**config.mk**
```make
export PLATFORM = sky130hd
export DESIGN_NAME = conv_frame_sequencer
export DESIGN_NICKNAME = d
export VERILOG_FILES = /design/src/rtl/conv_pkg.sv /design/src/rtl/pix_xy_counter.sv /design/src/rtl/conv_frame_sequencer.sv
export SDC_FILE = /design/constraint.sdc
export NUM_CORES = 1
export LEC_CHECK = 0
export CAP_MARGIN = 15
export CORE_ASPECT_RATIO = 1.5
export CORE_MARGIN = 1
export CORE_UTILIZATION = 57
export CTS_CLUSTER_SIZE = 30
export DETAILED_ROUTE_END_ITERATION = 7
export GPL_TIMING_DRIVEN = 0
export HOLD_SLACK_MARGIN = 0.06
export PLACE_DENSITY = 0.95
export REMOVE_ABC_BUFFERS = 1
export SYNTH_ARGS = -nofsm -noshare
export SYNTH_HDL_FRONTEND = slang
export SYNTH_HIERARCHICAL = 1
export SYNTH_SLANG_ARGS = --single-unit
```
**constraint.sdc**
```tcl
create_clock -name clk -period 3.4 [get_ports clk]
set_input_delay 0.68 -clock clk [delete_from_list [all_inputs] [get_ports clk]]
set_output_delay 0.68 -clock clk [all_outputs]
set_load 0.01 [all_outputs]
```
**src/rtl/conv_pkg.sv**
```systemverilog
// Shared types and constants for the Sobel frame sequencer and convolution engine.
package conv_pkg;

  // Coordinate width shared with the convolution engine (covers 1280 x 960).
  localparam int COORD_W = 11;
  localparam int PIX_W   = 12;
  localparam int BEAT_W  = 22;

  localparam logic [1:0] MODE_H   = 2'd0;
  localparam logic [1:0] MODE_V   = 2'd1;
  localparam logic [1:0] MODE_ALT = 2'd2;

  typedef enum logic [2:0] {
    S_IDLE,
    S_ARM,
    S_STREAM,
    S_DRAIN,
    S_DONE
  } seq_state_e;

  // Filter direction for the frame being armed; the reserved mode behaves as horizontal.
  function automatic logic pick_dir(input logic [1:0] mode, input logic dir_next);
    case (mode)
      MODE_V:   pick_dir = 1'b1;
      MODE_ALT: pick_dir = dir_next;
      default:  pick_dir = 1'b0;
    endcase
  endfunction

endpackage

```
**src/rtl/pix_xy_counter.sv**
```systemverilog
// Raster x/y counter: x wraps at WIDTH-1 and carries into y; flags the last pixel of a frame.
module pix_xy_counter
  import conv_pkg::*;
#(
  parameter int WIDTH  = 1280,
  parameter int HEIGHT = 960
) (
  input  logic               clk,
  input  logic               rst,
  input  logic               clr,
  input  logic               adv,
  output logic [COORD_W-1:0] x,
  output logic [COORD_W-1:0] y,
  output logic               last
);

  localparam logic [COORD_W-1:0] X_MAX = COORD_W'(WIDTH - 1);
  localparam logic [COORD_W-1:0] Y_MAX = COORD_W'(HEIGHT - 1);

  logic [COORD_W-1:0] x_q, x_d, y_q, y_d;

  // Next coordinate: clear wins, otherwise advance one pixel in raster order.
  always_comb begin
    x_d = x_q;
    y_d = y_q;
    if (clr) begin
      x_d = '0;
      y_d = '0;
    end else if (adv) begin
      if (x_q == X_MAX) begin
        x_d = '0;
        y_d = (y_q == Y_MAX) ? '0 : y_q + 1'b1;
      end else begin
        x_d = x_q + 1'b1;
      end
    end
  end

  // Coordinate registers.
  always_ff @(posedge clk) begin
    if (rst) begin
      x_q <= '0;
      y_q <= '0;
    end else begin
      x_q <= x_d;
      y_q <= y_d;
    end
  end

  assign x    = x_q;
  assign y    = y_q;
  assign last = (x_q == X_MAX) && (y_q == Y_MAX);

endmodule

```
**src/rtl/conv_frame_sequencer.sv**
```systemverilog
// Frame-level controller for the 3x3 Sobel engine: tags pixels with x/y, drives the
// engine read strobe and direction, and detects drain/completion of each frame.
module conv_frame_sequencer
  import conv_pkg::*;
#(
  parameter int WIDTH    = 1280,
  parameter int HEIGHT   = 960,
  parameter int IDLE_GAP = 16
) (
  input  logic                clk,
  input  logic                rst,
  input  logic                start,
  input  logic [1:0]          cfg_mode,
  input  logic                pix_valid,
  input  logic [PIX_W-1:0]    pix_data,
  output logic                pix_ready,
  output logic                conv_read,
  output logic [PIX_W-1:0]    conv_data,
  output logic [COORD_W-1:0]  conv_x,
  output logic [COORD_W-1:0]  conv_y,
  output logic                conv_vertical,
  input  logic                conv_valid,
  output logic                busy,
  output logic                frame_done,
  output logic [BEAT_W-1:0]   out_count,
  output logic                err_overrun
);

  localparam int GAP_W = (IDLE_GAP > 1) ? $clog2(IDLE_GAP) : 1;
  localparam logic [GAP_W-1:0] GAP_LAST = GAP_W'(IDLE_GAP - 1);

  seq_state_e          state_q, state_d;
  logic                dir_q, dir_d, dir_next_q, dir_next_d;
  logic                conv_vertical_q, conv_vertical_d;
  logic                conv_read_q, conv_read_d;
  logic [PIX_W-1:0]    conv_data_q, conv_data_d;
  logic [COORD_W-1:0]  conv_x_q, conv_x_d, conv_y_q, conv_y_d;
  logic [GAP_W-1:0]    gap_q, gap_d;
  logic [BEAT_W-1:0]   beat_q, beat_d, out_count_q, out_count_d;
  logic                frame_done_q, frame_done_d;
  logic                err_q, err_d;

  logic                accept, xy_clr, xy_last;
  logic [COORD_W-1:0]  xy_x, xy_y;

  assign accept = pix_valid && (state_q == S_STREAM);
  assign xy_clr = (state_q == S_ARM);

  pix_xy_counter #(.WIDTH(WIDTH), .HEIGHT(HEIGHT)) u_xy (
    .clk  (clk),
    .rst  (rst),
    .clr  (xy_clr),
    .adv  (accept),
    .x    (xy_x),
    .y    (xy_y),
    .last (xy_last)
  );

  // Next-state, gap timer, beat counter and registered engine-side outputs.
  always_comb begin
    state_d         = state_q;
    dir_d           = dir_q;
    dir_next_d      = dir_next_q;
    conv_vertical_d = conv_vertical_q;
    conv_read_d     = 1'b0;
    conv_data_d     = conv_data_q;
    conv_x_d        = conv_x_q;
    conv_y_d        = conv_y_q;
    gap_d           = gap_q;
    beat_d          = beat_q;
    out_count_d     = out_count_q;
    frame_done_d    = 1'b0;
    // Pixels offered while we cannot take them are lost; flag it (IDLE drops silently).
    err_d = err_q | (pix_valid && (state_q == S_ARM || state_q == S_DRAIN || state_q == S_DONE));
    // Engine output beats, saturating so a runaway engine cannot wrap the count.
    if (conv_valid && (state_q == S_STREAM || state_q == S_DRAIN) && (beat_q != '1))
      beat_d = beat_q + 1'b1;
    case (state_q)
      S_IDLE: begin
        if (start) begin
          dir_d   = pick_dir(cfg_mode, dir_next_q);
          state_d = S_ARM;
        end
      end
      S_ARM: begin
        conv_vertical_d = dir_q;
        beat_d          = '0;
        gap_d           = '0;
        state_d         = S_STREAM;
      end
      S_STREAM: begin
        if (accept) begin
          conv_read_d = 1'b1;
          conv_data_d = pix_data;
          conv_x_d    = xy_x;
          conv_y_d    = xy_y;
          if (xy_last) state_d = S_DRAIN;
        end
      end
      S_DRAIN: begin
        if (conv_valid) begin
          gap_d = '0;
        end else if (gap_q == GAP_LAST) begin
          state_d      = S_DONE;
          frame_done_d = 1'b1;
        end else begin
          gap_d = gap_q + 1'b1;
        end
      end
      S_DONE: begin
        out_count_d = beat_q;
        if (cfg_mode == MODE_ALT) dir_next_d = ~dir_q;
        state_d = S_IDLE;
      end
      default: state_d = S_IDLE;
    endcase
  end

  // Sequencer state and registered outputs.
  always_ff @(posedge clk) begin
    if (rst) begin
      state_q         <= S_IDLE;
      dir_q           <= 1'b0;
      dir_next_q      <= 1'b0;
      conv_vertical_q <= 1'b0;
      conv_read_q     <= 1'b0;
      conv_data_q     <= '0;
      conv_x_q        <= '0;
      conv_y_q        <= '0;
      gap_q           <= '0;
      beat_q          <= '0;
      out_count_q     <= '0;
      frame_done_q    <= 1'b0;
      err_q           <= 1'b0;
    end else begin
      state_q         <= state_d;
      dir_q           <= dir_d;
      dir_next_q      <= dir_next_d;
      conv_vertical_q <= conv_vertical_d;
      conv_read_q     <= conv_read_d;
      conv_data_q     <= conv_data_d;
      conv_x_q        <= conv_x_d;
      conv_y_q        <= conv_y_d;
      gap_q           <= gap_d;
      beat_q          <= beat_d;
      out_count_q     <= out_count_d;
      frame_done_q    <= frame_done_d;
      err_q           <= err_d;
    end
  end

  assign pix_ready     = (state_q == S_STREAM);
  assign busy          = (state_q != S_IDLE);
  assign conv_read     = conv_read_q;
  assign conv_data     = conv_data_q;
  assign conv_x        = conv_x_q;
  assign conv_y        = conv_y_q;
  assign conv_vertical = conv_vertical_q;
  assign frame_done    = frame_done_q;
  assign out_count     = out_count_q;
  assign err_overrun   = err_q;

endmodule
```
* After elaboration in Yosys (flattened, before gate mapping)
Index checks and enable logic that the tools add are counted.
** Storage, ports and cells
- Bits of input ports :: 19
- Output and inout port bits :: 62
- Logic and storage cells :: 73
- Flip-flop bits (word level) :: 113
** Operators by class
- Equality and inequality tests :: 16
- Reduce and logical (&&, ||, !) cells :: 20
- Bitwise gates (word level) :: 4
- Add/subtract/negate cells :: 4
- Mux-type cells :: 14
** Operators by type and width (count)
- 11-bit by 1-bit adder with 11-bit output (second input constant) :: 2
- 22-bit by 1-bit adder with 22-bit output (second input constant) :: 1
- 11-bit two-way mux :: 2
- 22-bit inequality test (second input constant) :: 1
- 3-bit two-way mux :: 5
- 3-bit one-hot mux with 4 select lines :: 1
- 11-bit by 10-bit equality test with 1-bit output (second input constant) :: 1
- 11-bit equality test (second input constant) :: 1
- 2-bit AND reduction :: 5
- 4-bit two-way mux :: 2
- 4-bit one-hot mux with 2 select lines :: 1
- 3-bit by 2-bit equality test with 1-bit output (second input constant) :: 2
- 2-bit by 1-bit inequality test with 1-bit output (second input constant) :: 3
- 1-bit logical AND :: 5
- 5-bit AND reduction :: 1
- 4-bit by 1-bit adder with 4-bit output (second input constant) :: 1
- 4-bit equality test (second input constant) :: 1
- 2-bit inequality test (second input constant) :: 2
- 2-bit OR reduction :: 2
- 3-bit by 1-bit equality test with 1-bit output (second input constant) :: 1
- 3-bit equality test (second input constant) :: 1
- 3-bit zero test :: 1
- 1-bit logical OR :: 3
- 3-bit inequality test (second input constant) :: 1
- other kinds (9) :: 12

* Depth between registers and ports, before layout
Gate-level depths: netlist of the first run.
- Depth after elaboration :: 5
- Mapped depth :: 10
- Gate-level depth less buffers :: 8

* Modules after synthesis
The synthesis of the first run kept the hierarchy.
** Modules (own cells, without submodules)
- conv_frame_sequencer :: instances 1, cells each 444, area an instance 3624.7 µm², sequential area each 1821.7 µm²
- pix_xy_counter :: instances 1, cells each 133, area an instance 1109.8 µm², sequential area each 440.4 µm²

* Least setup slack after synthesis of the first run
Ideal clock, no wire load.
- Path type :: reg-to-reg
- From :: register state_q[1]
- To :: register u_xy.x_q[9], in the netlist u_xy/x[9]
- Setup time :: 117 ps
- Arrival :: 2207 ps
- Cell stages (with the launch flop) :: 11
- Slack :: 1075 ps
- Clock period less this slack :: 2325 ps
- Cell sequence :: dfxtp_1 clkbuf_1 and2_1 nand2_1 clkinv_1 buf_2 clkbuf_1 nand4_1 nor3_1 xnor2_1 nor2_1
** On the way
- Word-level cells in the longest chain between the ends :: 2
- Elaborated cells between the ends (all ways) :: 4
** RTL lines
- from (decl) :: line conv_frame_sequencer.sv:32 : seq_state_e state_q, state_d;
- from (signal assigned) :: line conv_frame_sequencer.sv:136 : state_q <= state_d;
- 3-bit by 2-bit equality test with 1-bit output
- via pix_ready :: line conv_frame_sequencer.sv:16 : output logic pix_ready,
- 1-bit logical AND :: line conv_frame_sequencer.sv:46 : assign accept = pix_valid && (state_q == S_STREAM);
- via accept :: line conv_frame_sequencer.sv:43 : logic accept, xy_clr, xy_last;
- to (signal assigned) :: line pix_xy_counter.sv:42 : x_q <= '0;
- to (signal assigned) :: line pix_xy_counter.sv:45 : x_q <= x_d;
- to (decl) :: line pix_xy_counter.sv:20 : logic [COORD_W-1:0] x_q, x_d, y_q, y_d;
The timed path passes the listed nets, and every way through them passes these cells.
A chain may end at the register's enable or synchronous reset.

* Worst setup path in the final report of the first run
- From :: register state_q[1]
- To :: register u_xy.y_q[10], in the netlist u_xy/y[10]
** On the way
- Word-level cells in the longest chain between the ends :: 3
- Elaborated cells between the ends (all ways) :: 5
** RTL lines
- 3-bit by 2-bit equality test with 1-bit output :: line conv_frame_sequencer.sv:46
- 1-bit logical AND :: line conv_frame_sequencer.sv:46
- 2-bit AND reduction (no line)
- to (signal assigned) :: line pix_xy_counter.sv:46 : y_q <= y_d;
- to (decl) :: line pix_xy_counter.sv:20
Parallel ways exist; a longest one is shown, timed or not.

==> results of run 1 <==
-- synth_stat cells, types with 3 or more instances --
library cell	count
a21oi_1	80
and2_1	3
and3_1	6
and4_1	5
buf_2	9
clkbuf_1	17
dfxtp_1	113
ha_1	6
inv_1	7
nand2_1	140
nand2b_1	4
nand3_1	16
nand4_1	13
nor2_1	41
nor3_1	6
nor4_1	3
o211ai_1	7
o21ai_0	13
o21ai_1	4
or3_1	12
or4_1	6
xnor2_1	5
xor2_1	17
-- critical path, delay by kind of cell (launching register included) --
kind,cells,cell delay [ns]
compound gates,1,0.16
buf+inv,2,0.50
flops,1,0.55
simple gates,4,1.36
-- worst max path at each step --
stage,from,end,slack (ns),cells after the start
global route,state_q[1],u_xy/y[10],0.47,7
finish,state_q[1],u_xy/y[10],0.71,7
global placement,pix_valid,u_xy/y[9],-1.07,6
CTS,state_q[1],u_xy/y[10],0.1,6
detailed placement,pix_valid,u_xy/y[9],-1.17,6
floorplan,pix_valid,u_xy/y[7],0.28,5
-- state kept, by name, indices dropped and copies added (netlist names), 3 cells and up --
register   flops
out_count     22
u_xy/x        11
gap_q          4
conv_x        11
conv_y        11
conv_data     12
beat_q        22
u_xy/y        11
state_q        3
-- what timing repair did --
item | in CTS | in global routing
hold buffers | 0 | 0
resized for setup | 2 | 0
endpoints found under the hold margin | 0 | 0
setup endpoints to repair | 56 | 0
-- layer usage --
layer | global-route usage | vias to the layer above
met5 | 0 | -
met4 | 0.150 | 0
met3 | 0.0856 | 35
met2 | 0.512 | 167
met1 | 0.283 | 2072
li1 | - | 2150
-- power by group through the flow --
stage                     Sequential [uW]  Clock [uW]  Combinational (uW)
after floorplan                      1390           0                80.1
after global placement               1380           0                 162
after detailed placement             1390           0                 171
after CTS                            1360        1740                 173
after global routing                 1360        1810                 194
final                                1360        1720                 179
-- through the flow --
step / instances / power (uW) / utilization / TNS [ns]
after floorplan: 548 / 1470 / - / 0
after global placement: 733 / 1550 / 0.692 / -43.18
after detailed placement: 735 / 1560 / 0.696 / -41.73
after CTS: 764 / 3280 / 0.768 / 0
after global routing: 765 / 3360 / 0.772 / 0
final: 765 / 3260 / 0.772 / 0
-- area by class of cell --
type / instances / area, sq um
inverter: 8 / 35.0
multi-input combinational: 427 / 2320
timing repair buffer: 83 / 855
fill: 550 / 1830
clock inverter: 6 / 80.1
sequential: 113 / 2260
tap: 105 / 131
clock buffer: 23 / 498
-- cells by family (layout without fill, tap and decap cells) --
| logic type | count (synthesis) | after routing | share of synthesized area |
|---|---|---|---|
| multiplexers | 2 | 2 | 0.00423 |
| flip-flops | 113 | 113 | 0.478 |
| buffers and inverters | 37 | 120 | 0.0333 |
| AO/OA/AOI/OAI | 120 | 120 | 0.149 |
| AND/OR/NAND/NOR | 277 | 277 | 0.280 |
| XOR/XNOR | 22 | 22 | 0.0407 |
| adder cells (fa/ha/maj) | 6 | 6 | 0.0159 |
==> flow_summary.toml, run 1 <==
[timing]
tightest_slew_ns = 0.779
fmax_ghz = 0.371
finalCritPeriodShare = 0.792
rsz0062_at_grt = "no"
layout_setup_ws_ns = 0.707
setup_viol = 0
relSlewSlack = 0.479
min_period_ns = 2.69
holdWs_ns = 0.452
skew_ns = 0.00523
drv_slew = 0
timing.final.hold_violations = 0

[placement]
place_area_sq_mm = 0.00557
gp_congestion = 0.879
dp_hpwl_um = 7480
post-place-ws_ns = -1.17
portBuffers = 80

[detailed_routing]
via_count = 4424
drt-pass1-iter-count = 5
wl_met1_um = 4370
met3_length_um = 519
drt.antenna.violating_nets = 0
viasPerCell = 5.78
wl_per_cell_um = 14.9
drtIter0Drc = 316
top_layer = "met4"
drc_errors = 0
dr_wl_met2_um = 6170
wirelength_um = 11400

[critical_path]
cp.arrival_ns = 3.02
path_cells = "and2_1, nand2_1, buf_16, clkinv_4, nand4_2, or4_1, a21oi_1"
rr_startpoint = "state_q[1]"
critical_path.max_fanout = 46
rr_worst_depth = 7
timing.rr.end = "u_xy/y[10]"
crit_path_top_delay_cell = "or4_1"
slowest_delay_ns = 0.56
crit_type = "flop to flop"
r2r_slack_ns = 0.71
crit_required_ns = 3.73
worstSetupStartpointType = "flop"
cp-end-kind = "flop"

[yosys]
synth_edf_count = 0
postSynthAreaPerCell_sq_um = 8.21
syn_inst = 577
ys_top_cells_by_area = "dfxtp_1 48%, nand2_1 11%, a21oi_1 8.5%, nor2_1 3.3%, xor2_1 3.1%"
ys.flop_type = "dfxtp_1"
ys.warnings.count = 6
yosysUniqueCellTypes = 55
ys_async_sr_fraction = 0
synth.cell_area_sq_mm = 0.00473
yosys.area.top_type_share = 0.478
synth_seq_area_share = 0.478
synth_largest_area_cell = "dfxtp_1"
ys_seq_elements = 113

[die]
core_area_sq_mm = 0.00801
dieArea_sq_mm = 0.00868
initial_core_util = 0.591
num_rows = 40
io_pins = 81
die_y_um = 114
die_x_um = 76.4

[power]
swShare = 0.211
power.density_mw_per_mm2 = 527
power_frac_seq = 0.418
combPwrFrac = 0.055
ir_drop_mv = 0.393
clkPwrFrac = 0.527
power.internal_uw = 2570
switching_power_uw = 686
leakage_uw = 0.00212

[finish]
syn_to_final_growth_pct = 30.5
drive_gt1_frac = 0.0742
fin_nets = 675
layout_commonest_cell = "nand2_1"
stdcell_area_sq_mm = 0.00618
n_antenna_cell = 0
layout_common_cells = "140 x nand2_1, 113 x dfxtp_1, 80 x a21oi_1"

[global_routing]
grt_max_degree = 47
grt_pass1_wl_um = 19500
antenna_found_initial = 0
track_usage = 0.280
grt_pass1_vias = 4445
grt_overflow = 0

[clock_network]
htree_num_levels = 4
cts_buffers = 17
cts_buffer_depth = 2
clock_latency_ns = 0.40
clock-root-buffer = "clkbuf_16"
cts_setup_buffers = 0
clkTransAtPathRegs_ns = 0.05
cts_tree = "done"
cts.sinks = 113

[run_status]
status = "finished, final reports clean"

[job]
maxCapViolations = 0

[min_path]
hold_path_class = "flop to flop"
holdCritStartpoint = "conv_data[9]"
holdPathEnd = "conv_data[9]"
hold_depth = 2
No activity file was read; power rests on OpenSTA's default activity.
==> run 2: changes to the inputs <==
CORE_UTILIZATION = 53   (was 57)
PLACE_DENSITY = 0.9   (was 0.95)
clock period = 2.5 ns   (was 3.4 ns; I/O delays follow)
==> run 2 against run 1 <==
Effect of this change: clock skew rose by 0.0033 ns; sequential power is 36% higher; cell count increased by 0.52%; core utilization down 3.7 points; setup slack got worse by 0.51 ns; routed wire length down 5.6%; total power increased by 44%; register-to-register slack worse by 0.51 ns; sequential cell count unchanged.
==> flow_summary.toml, run 2 (synthesized netlist as in run 1, its figures left out) <==
[placement]
dp_hpwl_um = 7220
place_area_sq_mm = 0.00557
gp_congestion = 0.848
portBuffers = 80
post-place-ws_ns = -1.87

[clock_network]
cts_setup_buffers = 0
cts_buffer_depth = 2
clkTransAtPathRegs_ns = 0.05
cts_buffers = 17
cts.sinks = 113
htree_num_levels = 4
clock-root-buffer = "clkbuf_16"
cts_tree = "done"
clock_latency_ns = 0.40

[timing]
timing.final.hold_violations = 0
drv_slew = 0
relSlewSlack = 0.470
setup_viol = 0
tightest_slew_ns = 0.792
fmax_ghz = 0.435
finalCritPeriodShare = 0.919
layout_setup_ws_ns = 0.202
rsz0062_at_grt = "no"
skew_ns = 0.00852
min_period_ns = 2.30

[critical_path]
crit_type = "flop to flop"
critical_path.max_fanout = 46
cp-end-kind = "flop"
crit_required_ns = 2.82
worstSetupStartpointType = "flop"
cp.arrival_ns = 2.62

[detailed_routing]
wirelength_um = 10800
drt-pass1-iter-count = 4
wl_per_cell_um = 14.0
drc_errors = 0
drt.antenna.violating_nets = 0
via_count = 4264
viasPerCell = 5.54
drtIter0Drc = 294

[run_status]
status = "finished, final reports clean"

[power]
finalPower_uw = 4700
power.density_mw_per_mm2 = 750
ir_drop_mv = 0.601
leakage_uw = 0.00215

[global_routing]
antenna_found_initial = 0
grt_pass1_wl_um = 18500
grt_pass1_vias = 4239
track_usage = 0.249
grt_overflow = 0
grt_max_degree = 47

[die]
die_y_um = 118
initial_core_util = 0.556
num_rows = 41
core_area_sq_mm = 0.00852
dieArea_sq_mm = 0.00932
io_pins = 81
die_x_um = 79.2

[job]
maxCapViolations = 0

[finish]
layout_commonest_cell = "nand2_1"
drive_gt1_frac = 0.0816
fin_nets = 674
layout_common_cells = "139 x nand2_1, 112 x dfxtp_1, 80 x a21oi_1"
n_antenna_cell = 0
syn_to_final_growth_pct = 32.2
stdcell_area_sq_mm = 0.00626

[min_path]
hold_path_class = "flop to flop"
## run 2: cell type report
cell class	count	area (sq um)
Multi-Input combinational cell	427	2340
Sequential cell	113	2260
Fill cell	628	2250
Timing Repair Buffer	82	827
Clock buffer	23	508
Clock inverter	9	150
Tap cell	107	134
Inverter	8	42.5
## run 2: path summary, 6_finish.rpt
check                           cells after the start            to  slack [ns]          from
worst max-delay path                                7     u_xy/y[2]        0.20    state_q[0]
worst min-delay path                                2  conv_data[6]        0.45  conv_data[6]
worst max register to register                      7     u_xy/y[2]        0.20    state_q[0]
worst min register to register                      2  conv_data[6]        0.45  conv_data[6]
## run 2: layer usage
layer | track usage | up-vias | wire length (um)
li1 | - | 2146 | -
met1 | 0.256 | 2008 | 4240
met2 | 0.452 | 98 | 6030
met3 | 0.0651 | 12 | 369
met4 | 0.122 | 0 | 151
met5 | 0 | - | 0
## run 2: stage by stage
step	hold slack (ns)	setup TNS (ns)	util	instances
6_report	0.451	0	0.735	769
5_1_grt	0.465	0	0.735	769
3_5_place_dp	0.445	-80.50	0.654	737
4_1_cts	0.453	0	0.734	769
2_1_floorplan	0.436	-11.60	-	548
3_3_place_gp	0.442	-118.62	0.651	735
## run 2: worst max-delay path: stages (launching register included)
cell and delay (ns):
dfxtp_1 0.38, nor2_1 0.17, and2_1 0.23, nand2_4 0.26, clkinv_8 0.26, nand4_4 0.22
or3_2 0.48, a21oi_1 0.17
## run 2: what timing repair did
action,4_1_cts,5_1_grt
endpoints found under the hold margin,0,0
setup endpoints to repair,56,4
gates cloned,0,0
hold buffers,0,0
resized for setup,5,2
## run 2: power breakdown
part / switching [uW] / internal (uW)
registers: 24.3 / 1830
logic: 145 / 94.5
clock network: 785 / 1820
